===== src/rtl/mux_scan.sv =====
// Registered N-channel, W-bit multiplexer with a manual-select mode and an
// auto-scan mode that steps through the channels on a dwell counter.
module mux_scan #(
    parameter int WIDTH    = 1,
    parameter int CHANNELS = 4,
    parameter int SEL_W    = 2,
    parameter int DWELL_W  = 8
) (
    input  logic                      clock,
    input  logic                      resetn,
    input  logic [CHANNELS*WIDTH-1:0] data_in,
    input  logic [SEL_W-1:0]          sel,
    input  logic                      mode,
    input  logic [DWELL_W-1:0]        dwell,
    input  logic                      hold,
    output logic [WIDTH-1:0]          data_out,
    output logic [SEL_W-1:0]          chan,
    output logic                      chan_change
);

    localparam logic [1:0] ST_MANUAL = 2'd0;
    localparam logic [1:0] ST_SCAN   = 2'd1;
    localparam logic [1:0] ST_FROZEN = 2'd2;

    localparam int             SLOTS     = 2 ** SEL_W;
    localparam logic [SEL_W-1:0] LAST_CHAN = SEL_W'(CHANNELS - 1);

    logic [1:0]         state_reg;
    logic [1:0]         state_next;
    logic [DWELL_W-1:0] cnt_reg;
    logic [DWELL_W-1:0] cnt_next;
    logic [DWELL_W-1:0] cnt_base;
    logic [SEL_W-1:0]   chan_next;
    logic [SEL_W-1:0]   chan_inc;
    logic               sel_ok;

    // Unused select codes read as zero so the output mux never indexes
    // outside the array, even though chan never reaches those codes.
    logic [WIDTH-1:0] slot [SLOTS];

    genvar gi;
    generate
        for (gi = 0; gi < SLOTS; gi++) begin : g_slot
            if (gi < CHANNELS) begin : g_live
                assign slot[gi] = data_in[gi*WIDTH +: WIDTH];
            end else begin : g_pad
                assign slot[gi] = '0;
            end
        end
    endgenerate

    assign sel_ok   = (int'(sel) < CHANNELS);
    assign chan_inc = (chan == LAST_CHAN) ? '0 : chan + 1'b1;

    always_comb begin
        state_next = ST_MANUAL;
        if (mode) begin
            state_next = hold ? ST_FROZEN : ST_SCAN;
        end
    end

    // The counter restarts from zero whenever scanning begins out of manual,
    // so the starting channel gets its full dwell period.
    assign cnt_base = (state_reg == ST_MANUAL) ? '0 : cnt_reg;

    always_comb begin
        chan_next = chan;
        cnt_next  = cnt_reg;
        case (state_next)
            ST_SCAN: begin
                if (cnt_base == dwell) begin
                    cnt_next  = '0;
                    chan_next = chan_inc;
                end else begin
                    cnt_next  = cnt_base + 1'b1;
                end
            end
            ST_FROZEN: begin
                chan_next = chan;
                cnt_next  = cnt_reg;
            end
            default: begin
                cnt_next = '0;
                if (sel_ok) begin
                    chan_next = sel;
                end
            end
        endcase
    end

    always_ff @(posedge clock or negedge resetn) begin
        if (!resetn) begin
            state_reg   <= ST_MANUAL;
            cnt_reg     <= '0;
            chan        <= '0;
            data_out    <= '0;
            chan_change <= 1'b0;
        end else begin
            state_reg   <= state_next;
            cnt_reg     <= cnt_next;
            chan        <= chan_next;
            data_out    <= slot[chan_next];
            chan_change <= (chan_next != chan);
        end
    end

endmodule


===== config.mk =====
export PLATFORM = sky130hd
export DESIGN_NAME = mux_scan
export DESIGN_NICKNAME = d
export VERILOG_FILES = /design/src/rtl/mux_scan.sv
export SDC_FILE = /design/constraint.sdc
export NUM_CORES = 1
export LEC_CHECK = 0
export BUFFER_PORTS_ARGS = -buffer_cell sky130_fd_sc_hd__buf_2
export CORE_UTILIZATION = 35
export DETAILED_ROUTE_END_ITERATION = 6
export GPL_TIMING_DRIVEN = 0
export HOLD_SLACK_MARGIN = 0.02
export SYNTH_ARGS = -nofsm -noshare
export SYNTH_HDL_FRONTEND = slang
export SYNTH_SLANG_ARGS = --single-unit

===== constraint.sdc =====
create_clock -name clock -period 2.8 [get_ports clock]
set_input_delay 0.14 -clock clock [delete_from_list [all_inputs] [get_ports clock]]
set_output_delay 0.14 -clock clock [all_outputs]
set_load 0.01 [all_outputs]

* After elaboration in Yosys (flattened, before gate mapping)
Cells that the tools add are included.
** Operators by class
- Add/subtract/negate cells :: 2
- Order comparisons :: 1
- Eq/ne operators :: 5
- Muxes and demuxes :: 11
- Bitwise operators :: 1
- Reductions and logical operators :: 1
** Operators with widths (number)
- two-way mux 8 bit :: 2
- one-hot mux 8 bit (2 select lines) :: 1
- adder 8 x 1 -> 8 bit (second input constant) :: 1
- equality test 8 bit :: 1
- two-way mux 2 bit :: 4
- equality test 2 bit (second input constant) :: 2
- one-hot mux 2 bit (2 select lines) :: 1
- >= comparator 3 bit (second input constant) :: 1
- inverter 2 -> 3 bit :: 1
- adder 2 x 1 -> 2 bit (second input constant) :: 1
- binary-select mux 1 bit (select 2 bit) :: 1
- equality test 2 x 1 -> 1 bit (second input constant) :: 1
- zero test 2 bit :: 1
- two-way mux 1 bit :: 2
- != test 2 bit :: 1
** Word-level totals
- Flip-flop bits (word level) :: 14
- Logic and storage cells :: 26

* Logic depth before layout (Yosys ltp)
- Depth in word-level cells :: 9
- Gate-level depth with buffers :: 10
- Depth with buffers taken out :: 8

* Worst setup path before layout
No wires, ideal clock.
- Path type :: reg-to-reg
- From :: register state_reg[1]
- To :: register data_out
- Setup time :: 128 ps
- Arrival :: 2061 ps
- Slack :: 611 ps
- Cell stages (with the launch flop) :: 10
- Period minus slack after synthesis :: 2189 ps
- Cells stage by stage :: dfrtp_1 > nor2_4 > buf_6 > nor2_2 > o32ai_2 > nand4_2 > or4_4 > a31oi_4 > mux2i_1 > mux2i_1
** On the way
- Cells in the longest elaborated chain, start to end :: 9
** RTL lines
- start, declared :: line 28 : logic [1:0] state_reg;
- start signal, assigned :: line 99 : state_reg <= state_next;
- zero test 2 bit :: line 64 : assign cnt_base = (state_reg == ST_MANUAL) ? '0 : cnt_reg;
- two-way mux 8 bit :: line 64
- equality test 8 bit :: line 71 : if (cnt_base == dwell) begin
- two-way mux 2 bit :: line 71
- one-hot mux 2 bit (2 select lines) :: line 69 : case (state_next)
- named net chan_next[0] :: line 33 : logic [SEL_W-1:0] chan_next;
- inverter 2 -> 3 bit (not written as such) :: line 102 : data_out <= slot[chan_next];
- binary-select mux 1 bit (select 2 bit) :: line 102
- two-way mux 1 bit (not written as such) (2 in a row) :: line 102
- end signal, assigned :: line 102
- end, declared :: line 16 : output logic [WIDTH-1:0] data_out,
The timed path passes the listed nets, and every way through them passes these cells. The select of a mux whose other input is x is not followed.
A chain may end at the register's enable or synchronous reset.

* Worst setup path after layout
Ends and elaborated chain as after synthesis.

==> impl_metrics.ini <==
[timing]
rsz0062_at_grt = false
slew_headroom = 0.7140
fin_skew_ns = 0.005874
drv_slew = 0
period_needed_ns = 2.457
hold_violations = 0
fmax_mhz = 407.0
period_share = 0.8774
tightestPinTransition_ns = 0.4277
timing.setup.tns_ns = 0
finalWorstSetupSlack_ns = 0.3432
setup_violations = 0

[die]
num_rows = 18
start_util = 0.3830
fp.dieH_um = 54.77
design.die.area_um2 = 3000
die-width_um = 54.77
coreArea_um2 = 2545
io_pins = 22

[synth]
yosysSeqAreaShare = 0.3594
async_flop_share = 1.000
yosys-top-cells-area = dfrtp_1 36%, and4bb_1 5.1%, o21ai_1 5.1%, mux2i_1 4.1%, nor2_1 3.9%
ys_warn_count = 0
synth_area_per_cell_um2 = 9.650
synth-edff-count = 0
yosysTopAreaCell = dfrtp_1
synth_top_area_frac = 0.3594
syn_area_um2 = 974.7
synth_cell_types = 33
postSynth.topFlopCell = dfrtp_1
syn_nets = 121
ys_ff_latch = 14
synth_common_cells = 14 x dfrtp_1, 10 x nor2_1, 10 x o21ai_1
yosysMostFrequentCell = dfrtp_1
netlist_instances = 101

[pwr]
cellInternalPower_mw = 0.3338
power.leakage_nw = 0.5431
power_frac_clock = 0.313
p_sw_frac = 0.2664
power_density_nw_per_um2 = 391.1
combPwrFrac = 0.202
pwr-share-seq = 0.485
p_sw_mw = 0.1212
vdd_drop_max_uv = 296.0

[clock_tree]
clockBufferDepth = 2
clk-insertion-delay-late_ns = 0.27
cts_setup_buffers = 0
clock_sinks = 14
htree_levels = 1
cts_tree = done
cts_root_buf = clkbuf_4
clk_pin_slew_ns = 0.09
ctsResizeCount = 0
cts_buffers = 3

[worst_setup_path]
crit_buf_inv = 1
cp.depth = 9
arrival_ns = 2.62
cp-end-kind = register
r2r-end = data_out$_DFF_PN0_
r2r_slack_ns = 0.34
cp_top_family = simple AND/OR/NAND/NOR gates
crit_top_cell = mux2i_1
path_cells = nor2_4 > buf_6 > nor2_2 > o32ai_2 > nand4_2 > or4_4 > a31oi_4 > mux2i_1 > mux2i_1
crit_required_ns = 2.96
critPathMaxStageDelay_ns = 0.49
crit_type = register to register
start_kind = register
critPathSlowestCell = or4_4
reg2regPathDepth = 9
critPathMaxFanout = 10
timing.rr.start = state_reg[1]$_DFF_PN0_

[drt]
wl_per_cell_um = 12.73
viasPerCell = 5.471
drc = 0
drtIter0Drc = 14
detail-route-antenna-nets = 0
dr_total_vias = 859
drt-total-wl_um = 1999
dr.pass1.iters = 3

[final_layout]
diodes = 0
regArea_um2 = 350.3
drive_gt1_frac = 0.2835
final_cells = 157
stdcell_area_um2 = 1164
fill_cells = 266
fin_util = 0.4572
syn2layout_area_growth_pct = 19.38
multi_input_area_um2 = 598.1
largest_reg_flops = 8
fin_nets = 148

[worst_hold_path]
whs_path_depth = 3
hold_path_end = data_out$_DFF_PN0_
hold_path.startpoint = data_in[0]
min_path_type = primary input to register

[placed_design]
gp_congestion = 0.8065
place_ws_ns = 0.3211
dp_cells = 152
io_buffers = 21
place_area_um2 = 1117
place.detailed.hpwl_um = 1570

[global_route]
antenna_found_initial = 0
grt_overflow = 0
grtUsageTotal = 0.1600
grt_max_degree = 15
grt_pass1_vias = 794
grt_pass1_wl_um = 3353

[run]
maxCapViolCount = 0

[outcome]
status = finished, final reports clean
## power by group through the flow
stage                     combinational [mW]  sequential [mW]  clock (mW)
after floorplan                       0.0513            0.227           0
after global placement                0.0888            0.224           0
after detailed placement              0.0916            0.225           0
after CTS                             0.0932            0.221       0.150
after global routing                   0.103            0.222       0.158
final                                 0.0921            0.221       0.142
## cell usage in the layout (no fill, tap or decap), types with 2 or more instances in the layout
master    instances
xor2_1            4
nand2_1           7
o21ai_1          10
o31ai_1           2
o21ai_0           3
nor3b_1           2
and3_1            3
ha_1              2
nand3_1           4
buf_2            21
and2b_2           3
clkbuf_4          3
and4bb_1          4
mux2i_1           4
o32ai_2           2
xnor2_1           4
inv_1             3
dfrtp_1          14
a31oi_1           4
nor2_1           10
o32ai_1           2
## worst max-delay path by stage
stage                            from            endpoint  slack (ns)
2_1_floorplan  state_reg[1]$_DFF_PN0_  data_out$_DFF_PN0_        0.61
4_1_cts        state_reg[1]$_DFF_PN0_  data_out$_DFF_PN0_        0.31
3_5_place_dp   state_reg[1]$_DFF_PN0_  data_out$_DFF_PN0_        0.32
5_1_grt        state_reg[1]$_DFF_PN0_  data_out$_DFF_PN0_        0.16
3_3_place_gp   state_reg[1]$_DFF_PN0_  data_out$_DFF_PN0_        0.36
6_report       state_reg[1]$_DFF_PN0_  data_out$_DFF_PN0_        0.34
## routing by layer
metal,vias to the layer above,routed length (um),global-route usage
met2,19,931,0.2851
met5,-,0,0
li1,429,-,-
met3,2,75,0.01667
met1,409,980,0.1980
met4,0,12,0.05128
## worst reg2reg max path, cell delays in order (launching register included)
cell and delay [ns]:
dfrtp_1 0.41, nor2_4 0.15, buf_6 0.16, nor2_2 0.05
o32ai_2 0.28, nand4_2 0.27, or4_4 0.49, a31oi_4 0.23
mux2i_1 0.21, mux2i_1 0.09
## repair_timing
item                                   in CTS  in global routing
endpoints found under the hold margin      14                  0
hold buffers                                1                  0
setup endpoints to repair                   0                  0
## metrics by stage
stage	hold slack (ns)	power, mW
6_report	0.1614	0.4551
5_1_grt	0.1747	0.4838
4_1_cts	0.1642	0.4634
3_3_place_gp	0.05618	0.3133
3_5_place_dp	0.05694	0.3163
2_1_floorplan	-0.1556	0.2780
## cell families after synthesis
| group | after synthesis | share of synthesized area |
|---|---|---|
| buffers and inverters | 5 | 0.02695 |
| XOR/XNOR | 8 | 0.07188 |
| flip-flops | 14 | 0.3594 |
| AND/OR/NAND/NOR | 40 | 0.2606 |
| AO/OA/AOI/OAI | 28 | 0.2144 |
| adder cells (fa/ha/maj) | 2 | 0.02567 |
| multiplexers | 4 | 0.04108 |
## cell type report
cell class              instances  area share
well taps                      30     0.03226
plain buffers                   2     0.01290
flip-flops and latches         14      0.3011
inverters                       3    0.009677
repair buffers                 22     0.09892
clock buffers                   4     0.03118
multi-input cells              82      0.5140
Note: power is estimated with default switching activity, not from simulation.
